File: config.mk
export PLATFORM = sky130hd
export DESIGN_NAME = ahb_ssram_bridge
export DESIGN_NICKNAME = d
export VERILOG_FILES = /design/src/rtl/ahb_ssram_bridge.sv
export SDC_FILE = /design/constraint.sdc
export NUM_CORES = 1
export LEC_CHECK = 0
export CORE_MARGIN = 2
export CORE_UTILIZATION = 25
export CTS_BUF_LIST = sky130_fd_sc_hd__clkbuf_2
export DETAILED_ROUTE_END_ITERATION = 7
export GPL_TIMING_DRIVEN = 0
export PLACE_DENSITY = 0.46
export SYNTH_ARGS = -nofsm -noshare
export SYNTH_HDL_FRONTEND = slang
export SYNTH_SLANG_ARGS = --single-unit
File: constraint.sdc
create_clock -name HCLK -period 8.4 [get_ports HCLK]
set_input_delay 1.68 -clock HCLK [delete_from_list [all_inputs] [get_ports HCLK]]
set_output_delay 1.68 -clock HCLK [all_outputs]
set_load 0.05 [all_outputs]
File: src/rtl/ahb_ssram_bridge.sv
// AHB-Lite slave onto a synchronous single-port SRAM with per-byte lane enables.
// Reads take priority on the SRAM; a colliding write waits in a one-entry buffer and is forwarded to reads.
module ahb_ssram_bridge #(
  parameter int AW     = 12,
  parameter int DW     = 32,
  parameter int RD_LAT = 1
) (
  input  logic                        HCLK,
  input  logic                        HRESETn,
  input  logic                        HSEL,
  input  logic [AW-1:0]               HADDR,
  input  logic [1:0]                  HTRANS,
  input  logic [2:0]                  HSIZE,
  input  logic                        HWRITE,
  input  logic [DW-1:0]               HWDATA,
  input  logic                        HREADY,
  output logic                        HREADYOUT,
  output logic [DW-1:0]               HRDATA,
  output logic                        HRESP,
  output logic [AW-$clog2(DW/8)-1:0]  sram_addr,
  output logic [DW/8-1:0]             sram_en,
  output logic [DW/8-1:0]             sram_we,
  output logic [DW-1:0]               sram_din,
  input  logic [DW-1:0]               sram_dout,
  output logic [1:0]                  o_dbg_state
);
  localparam int NB  = DW / 8;
  localparam int BW  = $clog2(NB);
  localparam int WAW = AW - BW;

  // Valid/ready: a transfer's address phase completes on a rising edge where
  // HSEL & HREADY & HTRANS[1] are high and this slave drives HREADYOUT=1.
  typedef enum logic [1:0] {
    S_IDLE    = 2'd0,
    S_RD_WAIT = 2'd1,
    S_ERR1    = 2'd2,
    S_ERR2    = 2'd3
  } state_t;

  state_t         r_state, w_state_nxt;
  logic           w_ready_out, w_accept, w_err, w_rd_issue, w_wr_accept;
  logic           w_buf_load, w_buf_commit, w_rd_dp, w_unused;
  logic [NB-1:0]  w_mask, w_fw_mask;
  logic [DW-1:0]  w_fw_data;
  logic [WAW-1:0] w_word;
  logic [BW-1:0]  w_low;

  logic           r_wr_dp, r_buf_vld, r_rd_dp0, r_rd_dp1;
  logic [WAW-1:0] r_wr_addr, r_buf_addr;
  logic [NB-1:0]  r_wr_mask, r_buf_mask, r_fw_mask;
  logic [DW-1:0]  r_buf_data, r_fw_data;

  assign w_unused    = HTRANS[0];
  assign w_word      = HADDR[AW-1:BW];
  assign w_low       = HADDR[BW-1:0];
  assign w_ready_out = (r_state != S_RD_WAIT) && (r_state != S_ERR1);
  assign w_accept    = HRESETn & HSEL & HREADY & HTRANS[1] & w_ready_out;
  assign w_rd_issue  = w_accept & ~w_err & ~HWRITE;
  assign w_wr_accept = w_accept & ~w_err & HWRITE;
  assign w_rd_dp     = (RD_LAT == 2) ? r_rd_dp1 : r_rd_dp0;

  assign HREADYOUT   = w_ready_out;
  assign HRESP       = (r_state == S_ERR1) || (r_state == S_ERR2);
  assign o_dbg_state = r_state;

  always_comb begin
    w_err  = 1'b0;
    w_mask = '0;
    if (HSIZE > 3'(BW)) begin
      w_err = 1'b1;
    end else begin
      for (int i = 0; i < BW; i++)
        if (i < int'(HSIZE) && w_low[i]) w_err = 1'b1;
      for (int i = 0; i < NB; i++)
        w_mask[i] = ((i >> HSIZE) == (int'(w_low) >> HSIZE));
    end
  end

  // A transfer accepted during ERR2 is handled exactly as one accepted in IDLE.
  always_comb begin
    w_state_nxt = r_state;
    case (r_state)
      S_ERR1:    w_state_nxt = S_ERR2;
      S_RD_WAIT: w_state_nxt = S_IDLE;
      default: begin
        w_state_nxt = S_IDLE;
        if (w_accept && w_err)                 w_state_nxt = S_ERR1;
        else if (w_rd_issue && (RD_LAT == 2))  w_state_nxt = S_RD_WAIT;
      end
    endcase
  end

  // The write in its data phase is newer than the buffered one, so it wins per lane.
  always_comb begin
    w_fw_mask = '0;
    w_fw_data = '0;
    for (int i = 0; i < NB; i++) begin
      if (r_wr_dp && (r_wr_addr == w_word) && r_wr_mask[i]) begin
        w_fw_mask[i]         = 1'b1;
        w_fw_data[i*8 +: 8]  = HWDATA[i*8 +: 8];
      end else if (r_buf_vld && (r_buf_addr == w_word) && r_buf_mask[i]) begin
        w_fw_mask[i]         = 1'b1;
        w_fw_data[i*8 +: 8]  = r_buf_data[i*8 +: 8];
      end
    end
  end

  assign w_buf_load   = r_wr_dp & w_rd_issue;
  assign w_buf_commit = r_buf_vld & w_ready_out & ~w_rd_issue & ~r_wr_dp;

  always_comb begin
    sram_addr = '0;
    sram_en   = '0;
    sram_we   = '0;
    sram_din  = '0;
    if (w_rd_issue) begin
      sram_addr = w_word;
      sram_en   = '1;
    end else if (r_wr_dp) begin
      sram_addr = r_wr_addr;
      sram_en   = r_wr_mask;
      sram_we   = r_wr_mask;
      sram_din  = HWDATA;
    end else if (w_buf_commit) begin
      sram_addr = r_buf_addr;
      sram_en   = r_buf_mask;
      sram_we   = r_buf_mask;
      sram_din  = r_buf_data;
    end
  end

  always_comb begin
    HRDATA = '0;
    if (w_rd_dp)
      for (int i = 0; i < NB; i++)
        HRDATA[i*8 +: 8] = r_fw_mask[i] ? r_fw_data[i*8 +: 8] : sram_dout[i*8 +: 8];
  end

  always_ff @(posedge HCLK or negedge HRESETn) begin
    if (!HRESETn) begin
      r_state    <= S_IDLE;
      r_wr_dp    <= 1'b0;
      r_wr_addr  <= '0;
      r_wr_mask  <= '0;
      r_buf_vld  <= 1'b0;
      r_buf_addr <= '0;
      r_buf_mask <= '0;
      r_buf_data <= '0;
      r_rd_dp0   <= 1'b0;
      r_rd_dp1   <= 1'b0;
      r_fw_mask  <= '0;
      r_fw_data  <= '0;
    end else begin
      r_state  <= w_state_nxt;
      r_wr_dp  <= w_wr_accept;
      r_rd_dp0 <= w_rd_issue;
      r_rd_dp1 <= r_rd_dp0;
      if (w_wr_accept) begin
        r_wr_addr <= w_word;
        r_wr_mask <= w_mask;
      end
      if (w_buf_load) begin
        r_buf_vld  <= 1'b1;
        r_buf_addr <= r_wr_addr;
        r_buf_mask <= r_wr_mask;
        r_buf_data <= HWDATA;
      end else if (w_buf_commit) begin
        r_buf_vld <= 1'b0;
      end
      if (w_rd_issue) begin
        r_fw_mask <= w_fw_mask;
        r_fw_data <= w_fw_data;
      end
    end
  end
endmodule

# Word-level counts from Yosys, hierarchy flattened
# Index checks and enable logic that the tools add are counted.
# word_totals
regBits	101
inputBits	86
out_inout_bits	86
# classes
n_lt_le_gt_ge	3
n_eq_ne	11
shift	5
mux	39
n_bitwise	15
reduce_logical	16
# op_table
cell	n
32-bit == test	4
32-bit 2-to-1 mux	4
8-bit 2-to-1 mux	12
1-bit by 3-bit >> shifter with 32-bit output (first input constant)	2
2-bit by 3-bit >> shifter with 32-bit output (first input constant)	2
2-bit by 3-bit >> shifter with 32-bit output	1
10-bit 2-to-1 mux	3
10-bit == test	2
4-bit 2-to-1 mux	5
1-bit logical AND	14
1-bit 2-to-1 mux	13
1-bit AND	11
1-bit by 3-bit < comparator with 1-bit output (first input constant)	2
2-bit == test (second input constant)	2
1-bit inverter	4
2-bit case mux with 2 select lines	1
3-bit by 2-bit > comparator with 1-bit output (second input constant)	1
2-bit by 1-bit == test with 1-bit output (second input constant)	1
2-bit 2-to-1 mux	1
2-bit by 1-bit inequality test with 1-bit output (second input constant)	1
2-bit inequality test (second input constant)	1
2-bit nonzero test	1
1-bit logical OR	1

# Longest topological paths before layout
# logic_depth
depth_word	14
ltp_mapped	12

# Worst setup path before layout
# OpenSTA, ideal clock, no wires.
# synth_timing
path_kind	input port to output port
start	in HADDR[0]
end	out sram_we[0]
arrival_time_ps	3563
path_slack_ps	3157
stages	7
path_buffers	2
path_cell_list	a21oi_1 -> o21bai_1 -> o2111a_1 -> clkbuf_1 -> buf_2 -> a22oi_1 -> nor2_1
# synth_between
elab_chain_cells	13
# synth_rtl
element	line	rtl
from (decl)	11	input logic [AW-1:0] HADDR,
1-bit logical AND (*)	73	if (i < int'(HSIZE) && w_low[i]) w_err = 1'b1;
1-bit 2-to-1 mux (*) (2 in series)	73	
1-bit 2-to-1 mux (*)	69	if (HSIZE > 3'(BW)) begin
1-bit inverter (*)	58	assign w_rd_issue = w_accept & ~w_err & ~HWRITE;
1-bit AND (*) (2 in series)	58	
1-bit inverter	109	assign w_buf_commit = r_buf_vld & w_ready_out & ~w_rd_issue & ~r_wr_dp;
1-bit AND (2 in series)	109	
4-bit 2-to-1 mux	124	end else if (w_buf_commit) begin
4-bit 2-to-1 mux	119	end else if (r_wr_dp) begin
4-bit 2-to-1 mux (*)	116	if (w_rd_issue) begin
to (decl)	22	output logic [DW/8-1:0] sram_we,
# Every way passes the cells marked *; elsewhere a longest branch is shown, timed or not.

# Final worst setup path
# layout_timing
start	in HSIZE[1]
end	out sram_din[30]
# layout_between
elab_chain_cells	14
elab_cells_between_ends	17
cone_classes	3 x order compare; 6 x mux; 6 x bitwise; 2 x reduce/logical
# layout_rtl
element	line	rtl
from (decl)	13	input logic [2:0] HSIZE,
1-bit by 3-bit < comparator with 1-bit output	73	
1-bit logical AND	73	
1-bit 2-to-1 mux (2 in series)	73	
1-bit 2-to-1 mux (*)	69	
1-bit inverter (*)	58	
1-bit AND (*) (2 in series)	58	
1-bit inverter	109	
1-bit AND (2 in series)	109	
32-bit 2-to-1 mux	124	
32-bit 2-to-1 mux	119	
32-bit 2-to-1 mux (*)	116	
to (decl)	23	output logic [DW-1:0] sram_din,
# Marked as above.

==> results list <==
- CTS H-Tree Depth: 3
- Final Cell Area: between 8000 and 9000 sq um
* Setup Skew: 0.0298 ns
- Antenna violations before repair: 1
- Of all flip-flops after synthesis, the portion carrying an async set or reset was 100%.
- For this design the static power due to leakage is 0.00371 uW.
- Count of cell types in the netlist: 38
- Setup slack on the worst flop-to-flop path: 5.51 ns
- Synth area leader: dfrtp_1
- The die is 158 um wide.
- Across every metal layer, demand over resource in global routing totals roughly 18%.
- Layout cell share with drive strength beyond 1: 10.6%
* Clock tree from TritonCTS: yes
- 172 I/O pins were placed.
* Portion of the post-synthesis area used by sequential elements: 42.5%
- The run finished with clean final reports.
- For the worst setup path, the data required time is 6.72 ns.
* Most frequent cell after synthesis: dfrtp_1
- The worst setup path is of the in -> out kind.
* Most used flip-flop cell after synthesis: dfrtp_1
* Detailed router's first-iteration violation count: roughly 260
- Setup violations remaining at the end of the flow were counted as 0.
* Biggest area contributors in the synthesized netlist: dfrtp_1 (43%), mux2_4 (7.3%), mux2i_1 (5.4%)
- Counting every sink on the clock net gives 101.
- STA puts the critical path data arrival time at ~5.5 ns.
- The largest individual stage delay along the critical path comes from the cell clkdlybuf4s50_1.
* Die Outline Area: around 25000 sq um
* Setup slack after placement: between 1 and 1.5 ns
- Post-synthesis instance area: 5950 sq um
* Startpoint type of the worst setup path: primary input
- On the worst path, the slowest cell contributes a delay of just over 0.8 ns.
- The via count of the first global-routing pass was roughly 5400.
* Power per unit of standard cell area: about 110 nW/um^2
- Initial cell density of the core: 25.4%
* Register bit count reported by yosys: a little over 100
* CP max FO: 10
* Critical Path Most Common Cell: clkdlybuf4s50_1
* Total negative setup slack: 0 ns
- Growth of design area from synthesis to finish: 37.6%
* Hold Crit Class: reg -> reg
- Dividing the final minimum period by the clock period gives 85.4%.
- Chip Height: 158 um
* CTS Buffer Depth: 2
- For this run, the number of Yosys warnings is 0.
- Fin nets: about 850
- Transition time of the tightest slew-check pin: 1.00 ns
* DR WL/cell: 20.2 um
- First-pass GRT wire length: approximately 33 mm
- Before antenna repair, the detailed router went through 7 iterations.
* Number of CTS-inserted buffers: 9
- After detailed routing, the number of remaining DRC violations is 0.
* Routed vias: about 5200
- The initialized floorplan defines between 50 and 60 standard-cell rows.
* Element type at the critical path end: output pin
- Once the clock tree was built, the resizer swapped 0 gates to a different size.
- Portion of synthesized cell area occupied by the leading cell type: 42.5%
* Final hold vios: 0
- Worst Setup Slack, final: 1.22 ns
- Clock transition at the registers of the reported paths: about 0.25 ns
- When the netlist entered floorplanning its net count stood at about 670.
* Setup repair after global routing missed its margin: no
- Summed over all layers, the global routing overflow is 0.
- Ranked by instance count, the synthesized netlist is headed by dfrtp_1 (101), nand2_1 (77), o21ai_0 (42).
- After clock tree synthesis, the setup repair step added 0 buffers.
* Routability cong.: 0.805
- Counting every instance in the synthesized netlist gives a little under 600.
- Post-DP HPWL: 15.8 mm
- The critical path goes through clkdlybuf4s50_1, a21oi_1, o21bai_1, or2_1, buf_6, inv_6, nor2_1, clkbuf_1, a22o_1, clkdlybuf4s50_1.
- Hold repair after CTS inserted 0 buffers.
- Summing all placed instances gives a cell area of approximately 8100 sq um.
* Worst skew pair latency: 0.61 ns
- In this run the remaining antenna-violating nets after routing total 0.
- Std-Cell Core Area: 23400 sq um
* Maximum number of pins on one net before global-route repair: 61
- Across the run, the number of max-cap violations was 0.
- Dividing the synthesized area by the synthesized cell count gives 10.3 sq um.
* Routed via count divided by cell count: 4.80
- In this run the clock root is driven by a clkbuf_2.
- The final layout contains routed wiring with a total length of 22.0 mm.
* Count of port buffers added during placement: between 150 and 200
- Maximum vdd drop: 0.0000838 V
- The number of pins with negative max-slew slack in the final report came to 0.
- Headroom to the max-slew limit came out at 32.6%.
- Number of enable flip-flop cells after synthesis: 0
* Core utilization of the finished layout: a little over a third
- Fmax: about 140 MHz
- Counting I/O delays and the setup requirement, the final critical path takes just over 7 ns.
[cell families after synthesis]
family                     after synthesis  synth area share, %
buffers and inverters                   57                 4.65
xor gates and xnor gates                20                 2.95
and+or+nand+nor                        152                 13.3
DFF                                    101                 42.5
adders and majority gates                2                0.421
muxes                                   78                 15.9
AOI/OAI and AO/OA                      167                 20.3
[critical path: cells and delay by family]
family / cells / cell delay (ns)
buffers and inverters: 5 / 2.29
and+or+nand+nor: 2 / 0.60
AOI/OAI and AO/OA: 3 / 0.92
[flip-flops by register name, summed over array words and instances, names as in the netlist]
name,flops
r_buf_vld,1
r_buf_addr,10
r_rd_dp0,1
r_wr_addr,10
r_wr_dp,1
r_fw_data,32
r_fw_mask,4
r_buf_data,32
r_wr_mask,4
o_dbg_state,2
r_buf_mask,4
[report_power, final]
| group | internal [uW] | total (uW) | switching [uW] |
|---|---|---|---|
| logic | 61.4 | 137 | 75.3 |
| registers | 497 | 507 | 9.66 |
| clock network | 66.3 | 238 | 172 |
[final timing paths]
path / startpoint / endpoint / cells past startpoint
worst max-delay path: HSIZE[1] / sram_din[30] / 10
worst min-delay path: r_buf_data[3] / r_fw_data[3] / 1
worst max register to register: o_dbg_state[0] / r_fw_data[7] / 11
worst min register to register: r_buf_data[3] / r_fw_data[3] / 1
max in group asynchronous: HRESETn / r_buf_data[23] / 2
min in group asynchronous: HRESETn / r_buf_vld / 1
[layout by cell type, fill, tap and decap left out, types with 3 or more instances in the layout]
master | Yosys | final
a21o_1 | 32 | 32
a21oi_1 | 4 | 4
a221o_1 | 10 | 10
a22o_1 | 32 | 32
a22oi_1 | 4 | 4
a31oi_1 | 4 | 4
and3_1 | 10 | 10
buf_2 | 4 | 4
buf_6 | 7 | 7
clkbuf_1 | 35 | 35
clkbuf_2 | 0 | 10
clkdlybuf4s50_1 | 0 | 169
clkinv_1 | 0 | 3
dfrtp_1 | 101 | 101
inv_1 | 10 | 10
mux2_2 | 17 | 17
mux2_4 | 29 | 29
mux2i_1 | 32 | 32
nand2_1 | 77 | 77
nand3_1 | 3 | 3
nand4_1 | 4 | 4
nor2_1 | 9 | 9
nor2b_1 | 33 | 33
nor4_1 | 4 | 4
nor4_4 | 4 | 4
o211ai_1 | 3 | 3
o21ai_0 | 42 | 42
o31ai_1 | 32 | 32
xnor2_1 | 17 | 17
xor2_1 | 3 | 3
[through the flow]
stage	hold slack, ns	total power [uW]	std cells
6_report	0.543	882	1085
5_1_grt	0.572	927	1084
4_1_cts	0.540	894	1083
3_5_place_dp	0.487	652	1067
3_3_place_gp	0.479	648	1066
2_1_floorplan	0.466	567	577
[final cells by class]
cell class,count,area [sq um]
Fill cell,2461,15200
Multi-Input combinational cell,419,3140
Sequential cell,101,2530
Timing Repair Buffer,171,1730
Tap cell,319,399
Buffer,46,230
Clock inverter,6,53.8
Clock buffer,10,50.0
Inverter,11,46.3
Antenna cell,2,5.00
[metal layers]
layer  part of all wire (%)  GRT usage (%)  routed length (um)
met1                     46           24.0               10100
met2                     49           29.8               10700
met3                    4.6           3.78                1010
met4                   0.88           3.35                 193
met5                      0              0                   0
Note: power is estimated with default switching activity, not from simulation.
